**config.mk**
```make
export PLATFORM = sky130hd
export DESIGN_NAME = rle_decode
export DESIGN_NICKNAME = d
export VERILOG_FILES = /design/src/rtl/rle_pkg.sv /design/src/rtl/rle_decode_byte_packer.sv /design/src/rtl/rle_decode.sv
export SDC_FILE = /design/constraint.sdc
export NUM_CORES = 1
export LEC_CHECK = 0
export ABC_AREA = 1
export CORE_ASPECT_RATIO = 0.6
export CORE_MARGIN = 2
export CORE_UTILIZATION = 45
export CTS_BUF_LIST = sky130_fd_sc_hd__clkbuf_4 sky130_fd_sc_hd__clkbuf_8 sky130_fd_sc_hd__clkbuf_16
export DETAILED_ROUTE_END_ITERATION = 16
export GPL_ROUTABILITY_DRIVEN = 1
export PLACE_DENSITY = 0.75
export SLEW_MARGIN = 20
export SYNTH_ARGS = -nofsm -noshare
export SYNTH_HDL_FRONTEND = slang
export SYNTH_SLANG_ARGS = --single-unit
```
**constraint.sdc**
```tcl
create_clock -name clk -period 7.6 [get_ports clk]
set_clock_uncertainty 0.05 [all_clocks]
set_input_delay 1.52 -clock clk [delete_from_list [all_inputs] [get_ports clk]]
set_output_delay 1.52 -clock clk [all_outputs]
set_load 0.02 [all_outputs]
```
**src/rtl/rle_pkg.sv**
```systemverilog
// Shared RLE format definitions: FSM states, entry field layout, entry unpack helper.
// Both the compressor and the decoder import this so the on-SRAM format stays in lockstep.
package rle_pkg;

  typedef enum logic [2:0] {
    S_IDLE,
    S_RD_REQ,
    S_RD_WAIT,
    S_EXPAND,
    S_WRITE,
    S_FLUSH,
    S_DONE
  } rle_state_e;

  // One entry is {byte, count}; two entries per 32-bit word, low half first.
  localparam int BYTE_MSB = 15;
  localparam int BYTE_LSB = 8;
  localparam int CNT_MSB  = 7;
  localparam int CNT_LSB  = 0;
  localparam int ENTRY_W  = 16;

  typedef struct packed {
    logic [BYTE_MSB-BYTE_LSB:0] sym;
    logic [CNT_MSB-CNT_LSB:0]   cnt;
  } rle_entry_t;

  function automatic rle_entry_t unpack_entry(input logic [ENTRY_W-1:0] e);
    rle_entry_t r;
    r.sym = e[BYTE_MSB:BYTE_LSB];
    r.cnt = e[CNT_MSB:CNT_LSB];
    return r;
  endfunction

endpackage

```
**src/rtl/rle_decode_byte_packer.sv**
```systemverilog
// Little-endian byte accumulator: first pushed byte lands in [7:0].
// full_o flags the push that completes the word so the caller can write it next cycle.
module rle_byte_packer (
  input  logic        clk,
  input  logic        rst,
  input  logic        clear_i,
  input  logic        push_i,
  input  logic [7:0]  byte_i,
  output logic        full_o,
  output logic        empty_o,
  output logic [31:0] word_o
);

  logic [2:0]  cnt_q;
  logic [31:0] word_q;

  // Clear wins over push; cleared bytes stay zero so a partial word is zero-padded.
  always_ff @(posedge clk or posedge rst) begin
    if (rst) begin
      cnt_q  <= '0;
      word_q <= '0;
    end else if (clear_i) begin
      cnt_q  <= '0;
      word_q <= '0;
    end else if (push_i) begin
      for (int b = 0; b < 4; b++) begin
        if (cnt_q[1:0] == 2'(b)) word_q[8*b +: 8] <= byte_i;
      end
      cnt_q <= cnt_q + 3'd1;
    end
  end

  assign full_o  = push_i && (cnt_q == 3'd3);
  assign empty_o = (cnt_q == 3'd0);
  assign word_o  = word_q;

endmodule

```
**src/rtl/rle_decode.sv**
```systemverilog
// RLE decoder: reads {byte,count} entries from DPSRAM port A, expands them and
// writes the packed plaintext back through the same port. Single port, so a
// write cycle stalls expansion and reads only happen between runs.
module rle_decode
  import rle_pkg::*;
#(
  parameter int ADDR_W  = 16,
  parameter int COUNT_W = 8
) (
  input  logic              clk,
  input  logic              reset,
  input  logic              start,
  input  logic [31:0]       rle_addr,
  input  logic [31:0]       rle_size,
  input  logic [31:0]       message_addr,
  output logic [31:0]       message_size,
  output logic              done,
  output logic              port_A_clk,
  output logic [ADDR_W-1:0] port_A_addr,
  output logic [31:0]       port_A_data_in,
  input  logic [31:0]       port_A_data_out,
  output logic              port_A_we
);

  rle_state_e           state_q;
  logic [ADDR_W-1:0]    rd_ptr_q, wr_ptr_q;
  logic [ENTRY_W-1:0]   hi_q;        // upper entry of the current word, consumed second
  logic                 half_q;      // 1 once the upper entry is in use
  logic [COUNT_W-1:0]   run_q;
  logic [7:0]           sym_q;
  logic [31:0]          ent_left_q;  // entries still to finish, including the current one
  logic [31:0]          msg_size_q;
  logic                 done_q;

  logic        pk_push, pk_clear, pk_full, pk_empty;
  logic [31:0] pk_word;
  logic [31:0] n_entries;
  logic        run_last, last_entry;
  rle_entry_t  lo_ent, hi_ent;

  assign port_A_clk   = clk;
  assign message_size = msg_size_q;
  assign done         = done_q;

  assign n_entries  = {1'b0, rle_size[31:1]};
  assign lo_ent     = unpack_entry(port_A_data_out[ENTRY_W-1:0]);
  assign hi_ent     = unpack_entry(hi_q);
  assign run_last   = (run_q == '0) || (run_q == COUNT_W'(1));
  assign last_entry = (ent_left_q == 32'd1);

  assign pk_push  = (state_q == S_EXPAND) && (run_q != '0);
  assign pk_clear = ((state_q == S_IDLE) && start) || (state_q == S_WRITE) || (state_q == S_FLUSH);

  // Address bits above ADDR_W are dropped by design; bit 0 of rle_size is ignored.
  logic unused_bits;
  assign unused_bits = ^{rle_addr[31:ADDR_W], message_addr[31:ADDR_W], rle_size[0]};

  rle_byte_packer u_packer (
    .clk     (clk),
    .rst     (reset),
    .clear_i (pk_clear),
    .push_i  (pk_push),
    .byte_i  (sym_q),
    .full_o  (pk_full),
    .empty_o (pk_empty),
    .word_o  (pk_word)
  );

  // Port A is a pure decode of registered state: zero whenever not reading or writing.
  always_comb begin
    port_A_we      = 1'b0;
    port_A_addr    = '0;
    port_A_data_in = '0;
    case (state_q)
      S_RD_REQ: port_A_addr = rd_ptr_q;
      S_WRITE, S_FLUSH: begin
        port_A_we      = 1'b1;
        port_A_addr    = wr_ptr_q;
        port_A_data_in = pk_word;
      end
      default: ;
    endcase
  end

  // Decoder FSM with its pointers, run counter and handshake outputs.
  always_ff @(posedge clk or posedge reset) begin
    if (reset) begin
      state_q    <= S_IDLE;
      rd_ptr_q   <= '0;
      wr_ptr_q   <= '0;
      hi_q       <= '0;
      half_q     <= 1'b0;
      run_q      <= '0;
      sym_q      <= '0;
      ent_left_q <= '0;
      msg_size_q <= '0;
      done_q     <= 1'b0;
    end else begin
      case (state_q)
        S_IDLE: begin
          if (start) begin
            rd_ptr_q   <= rle_addr[ADDR_W-1:0];
            wr_ptr_q   <= message_addr[ADDR_W-1:0];
            ent_left_q <= n_entries;
            run_q      <= '0;
            half_q     <= 1'b0;
            done_q     <= 1'b0;
            msg_size_q <= '0;
            state_q    <= (n_entries == '0) ? S_DONE : S_RD_REQ;
          end
        end
        S_RD_REQ: state_q <= S_RD_WAIT;
        S_RD_WAIT: begin
          hi_q     <= port_A_data_out[2*ENTRY_W-1:ENTRY_W];
          run_q    <= COUNT_W'(lo_ent.cnt);
          sym_q    <= lo_ent.sym;
          half_q   <= 1'b0;
          rd_ptr_q <= rd_ptr_q + ADDR_W'(4);
          state_q  <= S_EXPAND;
        end
        S_EXPAND: begin
          if (pk_push) begin
            msg_size_q <= msg_size_q + 32'd1;
            run_q      <= run_q - COUNT_W'(1);
          end
          if (pk_full) begin
            // Entry bookkeeping is deferred to WRITE so the stall is one clean cycle.
            state_q <= S_WRITE;
          end else if (run_last) begin
            ent_left_q <= ent_left_q - 32'd1;
            if (last_entry)
              state_q <= (pk_push || !pk_empty) ? S_FLUSH : S_DONE;
            else if (!half_q) begin
              half_q <= 1'b1;
              run_q  <= COUNT_W'(hi_ent.cnt);
              sym_q  <= hi_ent.sym;
            end else
              state_q <= S_RD_REQ;
          end
        end
        S_WRITE: begin
          wr_ptr_q <= wr_ptr_q + ADDR_W'(4);
          if (run_q != '0) begin
            state_q <= S_EXPAND;
          end else begin
            ent_left_q <= ent_left_q - 32'd1;
            if (last_entry)
              state_q <= S_DONE;
            else if (!half_q) begin
              half_q  <= 1'b1;
              run_q   <= COUNT_W'(hi_ent.cnt);
              sym_q   <= hi_ent.sym;
              state_q <= S_EXPAND;
            end else
              state_q <= S_RD_REQ;
          end
        end
        S_FLUSH: begin
          wr_ptr_q <= wr_ptr_q + ADDR_W'(4);
          state_q  <= S_DONE;
        end
        S_DONE: begin
          done_q  <= 1'b1;
          state_q <= S_IDLE;
        end
        default: state_q <= S_IDLE;
      endcase
    end
  end

endmodule

```
# --- Word level (Yosys, flattened, before mapping) ---
# Index checks and enable logic that the tools add are counted.
classes:
  addsub: 6
  eq_ne: 21
  muxes: 57
  reduce_logical: 40
op_table:
  columns: ["op", "count"]
  rows:
  - ["$mux W32", 9]
  - ["$mux W8", 18]
  - ["$pmux W16 S2", 3]
  - ["$pmux W32 S3", 1]
  - ["$pmux W32 S2", 1]
  - ["$add A16 B3 Y16 const B", 2]
  - ["$add A32 B1 Y32 const B", 1]
  - ["$eq A32 B1 Y1 const B", 1]
  - ["$logic_not A32 Y1", 1]
  - ["$mux W16", 2]
  - ["$pmux W8 S4", 1]
  - ["$sub A32 B1 Y32 const B", 1]
  - ["$mux W3", 10]
  - ["$pmux W8 S3", 1]
  - ["$pmux W3 S6", 1]
  - ["$reduce_bool A2 Y1", 9]
  - ["$reduce_and A5 Y1", 3]
  - ["$ne A2 B2 Y1 const B", 7]
  - ["$reduce_and A2 Y1", 7]
  - ["$eq A3 B2 Y1 const B", 3]
  - ["$eq A3 B3 Y1 const B", 3]
  - ["$eq A8 B1 Y1 const B", 1]
  - ["$logic_not A8 Y1", 1]
  - ["$reduce_bool A8 Y1", 1]
  - ["other kinds (21)", 36]
word_totals:
  regBits: 168
  in_bits: 131
  output_inout_bits: 83
  elab_cells: 139

# --- Logic depth before layout (Yosys ltp) ---
depth:
  depth_word: 8
  ltp_mapped: 14
  ltp_nobuf: 14

# --- Cells and area by module ---
# From an unflattened synthesis, not the netlist that was laid out.
unflattened:
  hier_cells: 1512
  hier_area_um2: 10525.1
modules_own_cells:
  columns: ["module", "instances", "cells_per_inst", "area_each_um2"]
  rows:
  - ["rle_decode", 1, 1328, 8872.3]
  - ["rle_byte_packer", 1, 184, 1652.8]

==> impl_metrics.yaml <==
die:
  die_h_um: 121
  die_x_um: 199
  die_area_um2: 24100
  io_pins: 214
  coreArea_um2: 22200
  rows: 42
  start_util_pct: 46.3
power:
  switching_share_pct: 24.4
  pwr-share-comb_pct: 3.9
  intPower_mw: 1.49
  irDropWorstVdd_mv: 0.157
  p_leak_nw: 5.78
  seq_power_share_pct: 45.4
  clkPwrFrac_pct: 50.7
  power_density_nw_per_um2: 152
  power.switching_mw: 0.480
drt:
  drt_iter0_markers: 1154
  wl_per_cell_um: 15.9
  wl_mm: 31.2
  top_layer_used: "met4"
  wl_met1_mm: 15.2
  post-route-drc-count: 0
  wl_met3_mm: 3.10
  ant_nets: 0
  vias_per_cell: 5.36
  firstDrtPassIters: 6
  met2_length_mm: 12.5
  vias: 10500
logic_synthesis:
  synth_ff_type: "dfrtp_1"
  yosysSeqAreaShare_pct: 40.8
  synth_fp_nets: 1627
  synth_top_cell_by_area: "dfrtp_1"
  yosys.area.top_type_share_pct: 40.8
  ys_ff_latch: 168
  yosysUniqueCellTypes: 47
  syn_inst: 1483
  ys_top_cells_by_count: "nand2_1 (390), nor2_1 (198), inv_1 (181), dfrtp_1 (168), o21ai_0 (127)"
  synth_area_um2: 10300
  ys.warnings.count: 0
  synth_most_common_cell: "nand2_1"
  yosys-top-cells-area: "dfrtp_1 (41%), nand2_1 (14%), nor2_1 (7.2%)"
  synthArstFlopShare_pct: 100
  syn_avg_cell_area_um2: 6.94
  synth_edf_count: 0
worst_setup_path:
  critical_path.top_delay_family: "buffers and inverters"
  slowest_stage: "clkdlybuf4s50_1"
  reg2reg_depth: 8
  path_class: "clock port to output pin"
  crit_arrival_ns: 4.57
  path_max_fanout: 2
  worstPathCellList: "clkbuf_16 -> clkbuf_16 -> clkdlybuf4s50_1"
  endpoint: "port_A_clk"
  critical_path.startpoint: "clk"
  cp_num_cells: 3
  crit_buf_inv: 3
  cpPeakStageDelay_ns: 0.52
  crit_top_cell: "clkbuf_16"
  cp-start-kind: "clock port"
  end_kind: "output pin"
  r2r_slack_ns: 4.06
  r2r_end: "sym_q[4]$_DFFE_PP0P_"
  crit_required_ns: 6.03
  r2r-start: "state_q[1]$_DFFE_PP0P_"
global_routing:
  grt_use_total_pct: 26.6
  grt_pass1_wl_mm: 50.4
  grt-ovfl-total: 0
  grt_pass1_vias: 9747
  grt_antenna_before_repair: 3
  grt_max_degree: 98
clocking:
  clock_latency_ns: 0.56
  clk_pin_slew_worst_paths_ns: 0.07
  cts_resized: 0
  hold_buffers: 0
  cts_setup_buffers: 0
  cts_tree: "done"
sta:
  rsz0062_at_grt: "no"
  worst_pin_slew_ns: 1.04
  hold_violations: 0
  setup_viol: 0
  fin_tns_setup_ns: 0
  slew_viol_final: 0
  slew_headroom_pct: 30.6
  timing.hold.ws_ns: 0.433
layout:
  num-fill-cells: 2025
  regArea_um2: 4200
  drive_gt1_share_pct: 4.36
  area_growth_syn_to_layout_pct: 26.2
  nets: 1782
  layout.cells.non_filler: 1962
  multi_input_area_um2: 5150
placed_design:
  place_inst: 1924
  dp.final_hpwl_mm: 22.8
  port_buffers: 180
  routabilityCongestion: 0.911
run:
  drv_cap: 0
hold_path:
  hp-class: "flop to flop"
run_status:
  outcome: "completed"
## layer usage
layer  vias up  track usage (%)
li1       5146                -
met1      4889             40.9
met2       449             37.4
met3        31             6.00
met4         0             6.53
met5         -                0
## sequential cells by signal, summed over array words and instances, names as in the netlist
| register | cells |
|---|---|
| ent_left_q | 32 |
| run_q | 8 |
| half_q | 1 |
| rd_ptr_q | 16 |
| wr_ptr_q | 16 |
| hi_ent | 16 |
| u_packer.cnt_q | 3 |
| sym_q | 8 |
| done | 1 |
| state_q | 3 |
| message_size | 32 |
| u_packer.word_o | 32 |
## layout by cell type (no fill, tap or decap), drive strengths merged, types with 16 or more instances in the layout
master	n
nand2	393
xor2	19
a21oi	23
inv	196
o211ai	16
o22ai	24
o21ai	160
nand3	102
nand4	31
dfrtp	168
nor3	27
clkbuf	20
clkdlybuf4s50	180
nor2	206
## through the flow
stage               utilization (%)  setup WS (ns)  cell area [µm²]  total power, mW
floorplan                         -           1.48            10300            0.943
global placement               55.3           1.72            12300             1.01
detailed placement             55.3           1.72            12300             1.01
CTS                            58.4           1.45            13000             1.98
global route                   58.4           1.45            13000             2.02
finish                         58.5           1.46            13000             1.97
## worst min-delay path by stage
| stage | start | to | slack (ns) | cells after the start |
|---|---|---|---|---|
| detailed placement | hi_ent[15]$_DFFE_PP0P_ | hi_ent[15]$_DFFE_PP0P_ | 0.42 | 2 |
| global placement | hi_ent[15]$_DFFE_PP0P_ | hi_ent[15]$_DFFE_PP0P_ | 0.40 | 2 |
| CTS | hi_ent[15]$_DFFE_PP0P_ | hi_ent[15]$_DFFE_PP0P_ | 0.43 | 2 |
| finish | hi_ent[15]$_DFFE_PP0P_ | hi_ent[15]$_DFFE_PP0P_ | 0.43 | 2 |
| floorplan | hi_ent[10]$_DFFE_PP0P_ | hi_ent[10]$_DFFE_PP0P_ | 0.39 | 2 |
| global route | hi_ent[12]$_DFFE_PP0P_ | hi_ent[12]$_DFFE_PP0P_ | 0.45 | 2 |
## power groups by stage
stage	logic (mW)	registers [mW]	clock network, mW
2_1_floorplan	0.0158	0.911	0.0154
3_3_place_gp	0.0786	0.911	0.0177
3_5_place_dp	0.0784	0.911	0.0177
4_1_cts	0.0791	0.894	1.01
5_1_grt	0.0846	0.893	1.05
6_report	0.0777	0.894	0.997
## logic make-up (layout without fill, tap and decap cells)
logic type	count (synthesis)	count (layout)	share of synthesized area, %
buffers and inverters	242	410	9.23
XOR/XNOR	28	28	2.38
AND/OR/NAND/NOR	778	778	31.8
AO/OA/AOI/OAI	254	254	14.2
adder cells (fa/ha/maj)	13	13	1.58
other	0	3	0
flip-flops	168	168	40.8
## worst reg2reg max path, delay by kind of cell, from the launching register on
kind | cells | cell delay [ns]
AO/OA/AOI/OAI | 1 | 0.11
buffers and inverters | 1 | 0.80
flip-flops | 1 | 0.47
AND/OR/NAND/NOR | 6 | 2.03
## area by class of cell
type / count / area share, %
repair buffers: 185 / 14.1
inverters: 189 / 5.50
multi-input cells: 1073 / 39.6
clock inverters: 15 / 1.43
flip-flops and latches: 168 / 32.4
diodes: 3 / 0.0578
clock buffers: 21 / 3.93
well taps: 308 / 2.97
Note: power is estimated with default switching activity, not from simulation.
